$ cat config.mk
export PLATFORM = sky130hd
export DESIGN_NAME = ami_req_arbiter_flat
export DESIGN_NICKNAME = d
export VERILOG_FILES = /design/src/rtl/ami_req_arbiter_pkg.sv /design/src/rtl/ami_req_arbiter_if.sv /design/src/rtl/ami_req_arbiter_rr_pick.sv /design/src/rtl/ami_req_arbiter.sv /design/src/flat_wrapper.sv
export SDC_FILE = /design/constraint.sdc
export NUM_CORES = 1
export LEC_CHECK = 0
export BUFFER_PORTS_ARGS = -buffer_cell sky130_fd_sc_hd__buf_4
export CORE_AREA = 3 3 355 357
export CTS_CLUSTER_SIZE = 12
export DETAILED_ROUTE_END_ITERATION = 10
export DIE_AREA = 0 0 358 360
export SYNTH_ARGS = -nofsm -noshare
export SYNTH_HDL_FRONTEND = slang
export SYNTH_SLANG_ARGS = --single-unit
$ cat constraint.sdc
create_clock -name clk -period 5.2 [get_ports clk]
set_clock_uncertainty 0.15 [all_clocks]
set_input_delay 1.04 -clock clk [delete_from_list [all_inputs] [get_ports clk]]
set_output_delay 1.04 -clock clk [all_outputs]
set_load 0.05 [all_outputs]
$ cat src/rtl/ami_req_arbiter_pkg.sv
// AOSF1Types: arbiter defaults, request payload layout and quiesce state encoding.
package AOSF1Types;
    localparam int F1_NUM_APPS        = 8;
    localparam int F1_AMI_ARB_MAX_OUT = 16;
    localparam int F1_AMI_ARB_ADDR_W  = 64;
    localparam int F1_AMI_ARB_SIZE_W  = 31;
    localparam int F1_AMI_ARB_WR_W    = 1;
    localparam int F1_AMI_ARB_REQ_W   = F1_AMI_ARB_ADDR_W + F1_AMI_ARB_SIZE_W + F1_AMI_ARB_WR_W;

    typedef struct packed {
        logic [F1_AMI_ARB_ADDR_W-1:0] addr;
        logic [F1_AMI_ARB_SIZE_W-1:0] size;
        logic [F1_AMI_ARB_WR_W-1:0]   wr;
    } ami_req_t;

    typedef enum logic [1:0] {Q_RUN, Q_DRAIN, Q_QUIET} qstate_e;
endpackage

$ cat src/rtl/ami_req_arbiter_if.sv
// ami_req_arbiter_if: app/memory handshake bundle; AMI_ARB_PERF_EN adds perf_sel/perf_cnt.
interface ami_req_arbiter_if
    import AOSF1Types::*;
#(
    parameter int NUM_APPS = F1_NUM_APPS,
    parameter int REQ_W    = F1_AMI_ARB_REQ_W
);
    localparam int IW = $clog2(NUM_APPS);
    logic [NUM_APPS-1:0]       app_req_valid;
    logic [NUM_APPS*REQ_W-1:0] app_req_data;
    logic [NUM_APPS-1:0]       app_req_ready;
    logic                      mem_req_valid;
    logic [REQ_W-1:0]          mem_req_data;
    logic [IW-1:0]             mem_req_app_id;
    logic                      mem_req_ready;
    logic                      mem_resp_done;
    logic [IW-1:0]             mem_resp_app_id;
    logic [NUM_APPS-1:0]       quiesce_req;
    logic [NUM_APPS-1:0]       quiesce_ack;
    logic                      err_underflow;
`ifdef AMI_ARB_PERF_EN
    logic [IW-1:0]             perf_sel;
    logic [31:0]               perf_cnt;
`endif

    modport master (
`ifdef AMI_ARB_PERF_EN
        input  perf_sel,
        output perf_cnt,
`endif
        input  app_req_valid, app_req_data, mem_req_ready, mem_resp_done, mem_resp_app_id, quiesce_req,
        output app_req_ready, mem_req_valid, mem_req_data, mem_req_app_id, quiesce_ack, err_underflow
    );

    modport slave (
`ifdef AMI_ARB_PERF_EN
        output perf_sel,
        input  perf_cnt,
`endif
        output app_req_valid, app_req_data, mem_req_ready, mem_resp_done, mem_resp_app_id, quiesce_req,
        input  app_req_ready, mem_req_valid, mem_req_data, mem_req_app_id, quiesce_ack, err_underflow
    );
endinterface

$ cat src/rtl/ami_req_arbiter_rr_pick.sv
// rr_pick: round-robin pick of the first eligible bit at or after the pointer, wrapping.
module rr_pick #(
    parameter int N  = 8,
    parameter int IW = $clog2(N)
) (
    input  logic [N-1:0]  elig_i,
    input  logic [IW-1:0] ptr_i,
    output logic [N-1:0]  gnt_o,
    output logic [IW-1:0] idx_o,
    output logic          any_o
);
    logic [N-1:0] hi, pick;

    // Prefer candidates at or above the pointer; fall back to the wrapped set.
    assign hi    = elig_i & ~((N'(1) << ptr_i) - N'(1));
    assign pick  = |hi ? hi : elig_i;
    assign gnt_o = pick & (~pick + N'(1));
    assign any_o = |elig_i;

    always_comb begin
        idx_o = '0;
        for (int k = 0; k < N; k++) if (gnt_o[k]) idx_o = IW'(k);
    end
endmodule

$ cat src/rtl/ami_req_arbiter.sv
// ami_req_arbiter: round-robin N-app request arbiter with outstanding limits and quiesce; AMI_ARB_PERF_EN adds grant counters.
module ami_req_arbiter
    import AOSF1Types::*;
#(
    parameter int NUM_APPS = F1_NUM_APPS,
    parameter int REQ_W    = F1_AMI_ARB_REQ_W,
    parameter int MAX_OUT  = F1_AMI_ARB_MAX_OUT
) (
    input logic clk,
    input logic rst_n,
    ami_req_arbiter_if.master bus
);
    localparam int IW = $clog2(NUM_APPS);
    localparam int CW = $clog2(MAX_OUT + 1);

    logic                mem_valid_q, mem_valid_d;
    logic [REQ_W-1:0]    mem_data_q, mem_data_d;
    logic [IW-1:0]       mem_id_q, mem_id_d;
    logic [IW-1:0]       rr_ptr_q, rr_ptr_d;
    logic                err_q, err_d;
    logic [CW-1:0]       out_cnt_q [NUM_APPS];
    logic [CW-1:0]       out_cnt_d [NUM_APPS];
    qstate_e             q_state_q [NUM_APPS];
    qstate_e             q_state_d [NUM_APPS];
    logic [NUM_APPS-1:0] held, elig, gnt, ready_v, inc, dec, ack;
    logic [IW-1:0]       gnt_idx;
    logic                gnt_any, free, acc, do_gnt;

    assign free   = ~mem_valid_q | bus.mem_req_ready;
    assign acc    = mem_valid_q & bus.mem_req_ready;
    assign do_gnt = gnt_any & free;

    // The held request counts against the limit so out_cnt can never pass MAX_OUT.
    always_comb begin
        held = '0;
        elig = '0;
        inc  = '0;
        dec  = '0;
        for (int i = 0; i < NUM_APPS; i++) begin
            held[i] = mem_valid_q && (mem_id_q == IW'(i));
            elig[i] = bus.app_req_valid[i] & ~bus.quiesce_req[i] & ((out_cnt_q[i] + CW'(held[i])) < CW'(MAX_OUT));
            inc[i]  = acc && (mem_id_q == IW'(i));
            dec[i]  = bus.mem_resp_done && (bus.mem_resp_app_id == IW'(i));
        end
    end

    rr_pick #(.N(NUM_APPS), .IW(IW)) u_pick (
        .elig_i (elig),
        .ptr_i  (rr_ptr_q),
        .gnt_o  (gnt),
        .idx_o  (gnt_idx),
        .any_o  (gnt_any)
    );

    assign ready_v = (do_gnt && rst_n) ? gnt : '0;

    always_comb begin
        mem_valid_d = do_gnt | (mem_valid_q & ~bus.mem_req_ready);
        mem_data_d  = do_gnt ? bus.app_req_data[gnt_idx*REQ_W +: REQ_W] : mem_data_q;
        mem_id_d    = do_gnt ? gnt_idx : mem_id_q;
        rr_ptr_d    = !do_gnt ? rr_ptr_q : (gnt_idx == IW'(NUM_APPS - 1)) ? '0 : gnt_idx + 1'b1;
        err_d       = err_q;
        for (int i = 0; i < NUM_APPS; i++) begin
            out_cnt_d[i] = (inc[i] == dec[i]) ? out_cnt_q[i] :
                           inc[i] ? out_cnt_q[i] + 1'b1 :
                           (out_cnt_q[i] != '0) ? out_cnt_q[i] - 1'b1 : out_cnt_q[i];
            err_d = err_d | (dec[i] & ~inc[i] & (out_cnt_q[i] == '0));
        end
    end

    // Drain completes on next-cycle values so the ack shows right after the last response.
    always_comb begin
        ack = '0;
        for (int i = 0; i < NUM_APPS; i++) begin
            q_state_d[i] = q_state_q[i];
            ack[i]       = q_state_q[i] == Q_QUIET;
            unique case (q_state_q[i])
                Q_RUN:   q_state_d[i] = bus.quiesce_req[i] ? Q_DRAIN : Q_RUN;
                Q_DRAIN: q_state_d[i] = (out_cnt_d[i] == '0 && !(mem_valid_d && mem_id_d == IW'(i))) ? Q_QUIET : Q_DRAIN;
                Q_QUIET: q_state_d[i] = bus.quiesce_req[i] ? Q_QUIET : Q_RUN;
                default: q_state_d[i] = Q_RUN;
            endcase
        end
    end

    always_ff @(posedge clk or negedge rst_n) begin
        if (!rst_n) begin
            mem_valid_q <= 1'b0;
            mem_data_q  <= '0;
            mem_id_q    <= '0;
            rr_ptr_q    <= '0;
            err_q       <= 1'b0;
            out_cnt_q   <= '{default: '0};
            q_state_q   <= '{default: Q_RUN};
        end else begin
            mem_valid_q <= mem_valid_d;
            mem_data_q  <= mem_data_d;
            mem_id_q    <= mem_id_d;
            rr_ptr_q    <= rr_ptr_d;
            err_q       <= err_d;
            out_cnt_q   <= out_cnt_d;
            q_state_q   <= q_state_d;
        end
    end

    assign bus.app_req_ready  = ready_v;
    assign bus.mem_req_valid  = mem_valid_q;
    assign bus.mem_req_data   = mem_data_q;
    assign bus.mem_req_app_id = mem_id_q;
    assign bus.quiesce_ack    = ack;
    assign bus.err_underflow  = err_q;

`ifdef AMI_ARB_PERF_EN
    logic [31:0] perf_q [NUM_APPS];
    logic [31:0] perf_out_q;

    always_ff @(posedge clk or negedge rst_n) begin
        if (!rst_n) begin
            perf_q     <= '{default: '0};
            perf_out_q <= '0;
        end else begin
            for (int i = 0; i < NUM_APPS; i++)
                if (ready_v[i] && perf_q[i] != '1) perf_q[i] <= perf_q[i] + 1'b1;
            perf_out_q <= perf_q[bus.perf_sel];
        end
    end

    assign bus.perf_cnt = perf_out_q;
`endif
endmodule
$ cat src/flat_wrapper.sv
// flat-port wrapper written by rule: the top's interface ports become plain ports
module ami_req_arbiter_flat import AOSF1Types::*;
#(
    parameter int NUM_APPS = F1_NUM_APPS,
    parameter int REQ_W    = F1_AMI_ARB_REQ_W,
    parameter int MAX_OUT  = F1_AMI_ARB_MAX_OUT
)
  (clk, rst_n, bus_app_req_valid, bus_app_req_data, bus_mem_req_ready, bus_mem_resp_done, bus_mem_resp_app_id, bus_quiesce_req, bus_app_req_ready, bus_mem_req_valid, bus_mem_req_data, bus_mem_req_app_id, bus_quiesce_ack, bus_err_underflow);
  ami_req_arbiter_if #(.NUM_APPS(NUM_APPS), .REQ_W(REQ_W)) bus_i ();
  input logic clk;
  input logic rst_n;
  input wire logic [$bits(bus_i.app_req_valid)-1:0] bus_app_req_valid;
  input wire logic [$bits(bus_i.app_req_data)-1:0] bus_app_req_data;
  input wire logic [$bits(bus_i.mem_req_ready)-1:0] bus_mem_req_ready;
  input wire logic [$bits(bus_i.mem_resp_done)-1:0] bus_mem_resp_done;
  input wire logic [$bits(bus_i.mem_resp_app_id)-1:0] bus_mem_resp_app_id;
  input wire logic [$bits(bus_i.quiesce_req)-1:0] bus_quiesce_req;
  output wire logic [$bits(bus_i.app_req_ready)-1:0] bus_app_req_ready;
  output wire logic [$bits(bus_i.mem_req_valid)-1:0] bus_mem_req_valid;
  output wire logic [$bits(bus_i.mem_req_data)-1:0] bus_mem_req_data;
  output wire logic [$bits(bus_i.mem_req_app_id)-1:0] bus_mem_req_app_id;
  output wire logic [$bits(bus_i.quiesce_ack)-1:0] bus_quiesce_ack;
  output wire logic [$bits(bus_i.err_underflow)-1:0] bus_err_underflow;
  assign bus_i.app_req_valid = bus_app_req_valid;
  assign bus_i.app_req_data = bus_app_req_data;
  assign bus_i.mem_req_ready = bus_mem_req_ready;
  assign bus_i.mem_resp_done = bus_mem_resp_done;
  assign bus_i.mem_resp_app_id = bus_mem_resp_app_id;
  assign bus_i.quiesce_req = bus_quiesce_req;
  assign bus_app_req_ready = bus_i.app_req_ready;
  assign bus_mem_req_valid = bus_i.mem_req_valid;
  assign bus_mem_req_data = bus_i.mem_req_data;
  assign bus_mem_req_app_id = bus_i.mem_req_app_id;
  assign bus_quiesce_ack = bus_i.quiesce_ack;
  assign bus_err_underflow = bus_i.err_underflow;
  ami_req_arbiter #(.NUM_APPS(NUM_APPS), .REQ_W(REQ_W), .MAX_OUT(MAX_OUT)) u_core (.clk(clk), .rst_n(rst_n), .bus(bus_i));
endmodule
==> results of run 1 <==
power groups by stage:
| stage | logic (mW) | registers (mW) | clock network, mW |
|---|---|---|---|
| 2_1_floorplan | 5.55 | 3.50 | 0 |
| 3_3_place_gp | 11.3 | 2.39 | 0 |
| 3_5_place_dp | 11.4 | 2.40 | 0 |
| 4_1_cts | 11.4 | 2.38 | 1.57 |
| 5_1_grt | 12.1 | 2.48 | 1.60 |
| 6_report | 11.3 | 2.41 | 1.49 |
logic make-up after synthesis:
family,Yosys count
xor gates and xnor gates,15
muxes,242
DFF,160
and+or+nand+nor,945
buffers and inverters,208
adders and majority gates,26
AOI/OAI and AO/OA,391
cell usage in the layout (no fill, tap or decap), drive strengths merged, types with 14 or more instances in the layout:
cell	n
diode	26
nand2b	14
a21oi	70
ha	26
nand3	171
a211o	20
dfrtp	160
o21ai	31
clkbuf	18
buf	1039
nor3	108
mux2i	242
nor2	76
a311o	77
nand2	481
o31ai	110
inv	51
routing by layer:
metal | routed length, um | GRT usage [%] | part of all wire [%] | vias to the layer above
met4 | 3670 | 6.68 | 3.2 | 48
met5 | 313 | 0 | 0.27 | -
li1 | - | - | - | 9098
met2 | 50600 | 25.4 | 44 | 1045
met3 | 14800 | 9.03 | 13 | 179
met1 | 45400 | 20.5 | 40 | 9399
state kept, by name, indices dropped and copies added, names as in the netlist:
name,flops
u_core.bus.mem_req_data,96
u_core.bus.err_underflow,1
u_core.bus.mem_req_app_id,3
u_core.bus.mem_req_valid,1
u_core.out_cnt_q,40
u_core.rr_ptr_q,3
u_core.q_state_q,16
area by class of cell:
| cell class | count | area, um^2 | share of cell area, % |
|---|---|---|---|
| Clock buffer | 17 | 425 | 1.68 |
| Multi-Input combinational cell | 1619 | 10200 | 40.4 |
| Inverter | 46 | 185 | 0.731 |
| Sequential cell | 160 | 4010 | 15.8 |
| Clock inverter | 15 | 210 | 0.830 |
| Timing Repair Buffer | 1040 | 8160 | 32.2 |
| Tap cell | 1637 | 2050 | 8.09 |
| Antenna cell | 26 | 65.1 | 0.257 |
worst paths after layout:
check	depth (start not counted)	endpoint	start
min in group asynchronous	1	u_core.bus.mem_req_data[17]	rst_n
worst min-delay path	1	u_core.q_state_q[14]	u_core.q_state_q[15]
worst max-delay path	10	bus_app_req_ready[5]	u_core.bus.mem_req_app_id[1]
worst min register to register	1	u_core.q_state_q[14]	u_core.q_state_q[15]
worst max register to register	14	u_core.bus.mem_req_data[56]	u_core.rr_ptr_q[0]
max in group asynchronous	3	u_core.bus.mem_req_data[39]	rst_n
through the flow:
| step | power (mW) | instances | area, um^2 | setup slack, ps |
|---|---|---|---|---|
| 5_1_grt | 16.2 | 4548 | 25300 | 7.36 |
| 2_1_floorplan | 9.05 | 1987 | 15000 | 46.4 |
| 4_1_cts | 15.3 | 4534 | 25200 | 5.00 |
| 3_3_place_gp | 13.7 | 4502 | 24600 | 135 |
| 3_5_place_dp | 13.8 | 4502 | 24600 | 172 |
| 6_report | 15.2 | 4560 | 25300 | 154 |
==> metrics, run 1 <==
cell with the most instances after synthesis nand2_1; Clk Latency, worst-skew pair 540 ps; Net Sw Frac 55.4%; Die Ht 360 um; root buffer cell clkbuf_16; EDFF count, synth 0; drt first pass iters 6; DIE AREA 129000 um^2; DRC Markers 0; vias in the first global route ~19000; clock sinks 160; htree depth 4; count of hold-fix buffers inserted at cts 0; status complete, no violations; synth top area cells dfrtp_1 27%, mux2i_1 16%, nand2_1 12%; Most used DFF post-synth dfrtp_1; worst rel slew slack approximately 30%; initial antenna violation count 70; Max FO, Critical Path 11; Synth Area in Adders under 10%; placer's final routability congestion estimate 0.990; Syn Inst Count around 2000; Overflow after GRT 0; IO Pins 908; # rows 129; via count 19769; pin count of the biggest net entering global routing 96; Seq/Total Area, Yosys 26.6%; Leakage Power 11.7 nW; filler cell count ~14000; crit path cell chain or2_1 > nor3_1 > mux2i_1 > o21ai_0 > or4_4 > o211a_2 > nand4_1 > buf_4 > nor2_1 > buf_4; setup_tns 0 ps; post_cts resized 1; worst IR drop on VDD ~0.37 mV; Post-Syn Nets roughly 2800; GR Util All Layers roughly 17%; startpoint types flip-flop; FMAX 0.198 GHz; Hold WC Path Type reg -> reg; crit-path max cell delay 590 ps; Final ANT Viol Nets 0; Setup Crit Path Kind reg -> out; Arr. time, crit path 3860 ps; CTS tree done; share of layout cells above drive strength 1 38.4%; port bufs 907; Slew Limit Fails 0; internal power 6.80 mW; Final HPWL DP 94.9 mm; Crit path max-delay family simple AND/OR/NAND/NOR gates; Yosys reg bits 160; syn_area_per_cell about 7.6 um^2; crit path capture type output pin; area growth from synthesis to layout 68.5%; post-CTS setup buffers 0; nets@finish 3701; RSZ-0062 raised after global routing no; top-area cell type share of the netlist area 26.6%; clock network fraction of total power 9.8%; max-cap check violation count 0; slew at the pin with the worst max-slew slack ~1000 ps; Post-Route Utilization 20.5%; WL per Instance roughly 25 um; ys async rst share 100%; Crit path required time between 4000 and 5000 ps; Synth Area in Simple Gates 28.5%; final setup vio count 0; Slowest cell on crit path or4_4; Synth top cells by count 481 x nand2_1, 242 x mux2i_1, 171 x nand3_1; area fraction in compound gates after synthesis 19.8%; Starting Density 12.2%; Worst-path clk slew 80 ps; first-pass GRT wire length 153 mm; Die Width 358 um; WL final around 110 mm; yosys warns 0; area leader, netlist dfrtp_1; Final Hold Viols 0; vias per cell 4.34; Final period util 97.0%; Min Clock Period, post-route 5050 ps; net switching power ~8.4 mW; Post-Synth XOR/XNOR Area 0.874%; CTS max path bufs 2; post-synthesis mux area share 16.1%; hold slack 299 ps; Critical path buffers and inverters 2; post-synthesis cell area approximately 15000 um^2; count of different cell masters after synthesis 72; Logic pwr share ~74%; Flop pwr share around 16%; most frequent CP cell buf_4; DR iter-0 viols approximately 1500; R2R Setup Slk 480 ps; Cell Pwr Density between 600 and 700 nW/um^2; core footprint 123000 um^2; clock buffer count from CTS 17; largest family of logic cells by synthesized area simple AND/OR/NAND/NOR gates
No activity file was read; power rests on OpenSTA's default activity.
==> run 2, diff against run 1 <==
- REMOVE_ABC_BUFFERS: not set -> 1
==> run 2 against run 1 <==
Effect of this change:
- wire length grew 6.9%
- critical path depth is 1 lower
- highest routed layer unchanged
- sequential power is essentially flat
- utilization up 0.061 points
- design area up 0.30%
- clock-buffer cell count stayed put
- largest cell class unchanged
- setup slack lost 7.7 ps
- largest power group unchanged
==> metrics, run 2 (synthesis results as in run 1) <==
Clk Latency, worst-skew pair 550 ps; DR iter-0 viols 1948; Worst-path clk slew 90 ps; RSZ-0062 raised after global routing yes; WL final ~120 mm; root buffer cell clkbuf_16; first-pass GRT wire length between 150 and 200 mm; Multi-input gate area 10200 um^2; Finished Layout Cells 4584; Leakage Power 11.8 nW; reg2reg start u_core.bus.mem_req_app_id[2]; Arr. time, crit path just under 4000 ps; Overflow after GRT 0; max reg flops 96; crit path capture type output pin; nets@finish 3727; CTS tree done; post_cts resized 3; final setup vio count 0; share of layout cells above drive strength 1 38.9%; initial antenna violation count 40; most frequent cells in the layout 1044 x buf_4, 480 x nand2_1, 241 x mux2i_1; filler cell count between 10000 and 15000; Starting Density 12.2%; Final HPWL DP 102 mm; placer's final routability congestion estimate 0.954; Max FO, Critical Path 10; DIE AREA 129000 um^2; pin count of the biggest net entering global routing 81; R2R Path End u_core.bus.mem_req_data[24]; GR Util All Layers 18.1%; Die Ht 360 um; worst rel slew slack 29.4%; WL per Instance between 20 and 30 um; Crit path required time between 4000 and 5000 ps; Worst R2R Path Depth 13; Cell Pwr Density 609 nW/um^2; max-cap check violation count 0; setup ws final 146 ps; port bufs 907; CTS max path bufs 2; placed cells 4528; Hold WC Path Type in -> async; count of hold-fix buffers inserted at cts 0; Final ANT Viol Nets 0; Final Hold Viols 0; area growth from synthesis to layout 69.0%; htree depth 4; Final period util ~100%; via count 20148; Pwr Total 15.5 mW; Post-Place Worst Slack about 170 ps; Slew Limit Fails 0; clock buffer count from CTS 17; clock sinks 160; drt first pass iters 5; startpoint types flip-flop; status complete, no violations; R2R Setup Slk 490 ps; slew at the pin with the worst max-slew slack around 1100 ps; Die Width about 360 um; register area 4010 um^2; DRC Markers 0; core footprint roughly 120000 um^2; vias in the first global route 19582; # rows 129; Min Clock Period, post-route 5050 ps; worst IR drop on VDD ~0.33 mV; post-CTS setup buffers 0; IO Pins about 910; vias per cell 4.40; commonest non-fill, non-tap cell in the layout buf_4; FMAX 0.198 GHz; Setup Crit Path Kind reg -> out
run 2: cell count changes in the layout (fill, tap and decap cells not counted), sizes merged:
| cell | previous run | this run |
|---|---|---|
| clkinv | 9 | 6 |
| bufinv | 1 | 0 |
| clkinvlp | 0 | 1 |
| inv | 51 | 54 |
| diode | 26 | 24 |
| buf | 1039 | 1066 |
| clkbuf | 18 | 17 |
run 2: layout make-up:
| class | instances | area share, % |
|---|---|---|
| Multi-Input combinational cell | 1619 | 40.3 |
| Antenna cell | 24 | 0.236 |
| Clock inverter | 15 | 0.650 |
| Sequential cell | 160 | 15.8 |
| Clock buffer | 17 | 1.67 |
| Tap cell | 1637 | 8.06 |
| Inverter | 46 | 0.739 |
| Timing Repair Buffer | 1066 | 32.6 |
run 2: layer usage:
layer	up-vias	track usage (%)	part of all wire (%)
met3	130	6.72	10
met5	-	0	0.085
li1	9138	-	-
met1	9857	23.4	43
met4	16	5.66	2.4
met2	1007	27.9	45
run 2: report_power, final:
group          switching [mW]  internal, mW  total [mW]  leakage (nW)
Clock                   0.776         0.644        1.42         0.287
Combinational            7.38          4.26        11.6          9.52
Sequential              0.569          1.83        2.40          1.96
run 2: worst max path at each step:
stage | start | endpoint | depth (start not counted)
after floorplan | u_core.bus.mem_req_app_id[1] | u_core.bus.mem_req_data[17] | 9
after global placement | bus_app_req_valid[7] | u_core.bus.mem_req_data[0] | 14
after detailed placement | bus_app_req_valid[7] | u_core.bus.mem_req_data[0] | 14
after CTS | u_core.bus.mem_req_app_id[1] | bus_app_req_ready[6] | 12
after global routing | u_core.rr_ptr_q[1] | bus_app_req_ready[6] | 15
final | u_core.bus.mem_req_app_id[2] | bus_app_req_ready[2] | 9
run 2: worst max-delay path, cell delays in order, from the launching register on:
cell and delay [ps]:
dfrtp_1 570, nand2_1 210, o31a_1 330, or2_1 270, or4_4 580, or4_4 530
o211a_2 180, buf_4 170, and4_1 260, buf_4 220
run 2: metrics by stage:
| step | hold WS [ps] | area (um^2) | setup TNS [ps] | util [%] |
|---|---|---|---|---|
| after floorplan | 260 | 14300 | -1347320 | - |
| after global placement | 271 | 24700 | 0 | 20.0 |
| after detailed placement | 274 | 24700 | 0 | 20.0 |
| after CTS | 176 | 25300 | 0 | 20.5 |
| after global routing | 193 | 25400 | -20.6 | 20.6 |
| final | 228 | 25400 | 0 | 20.6 |
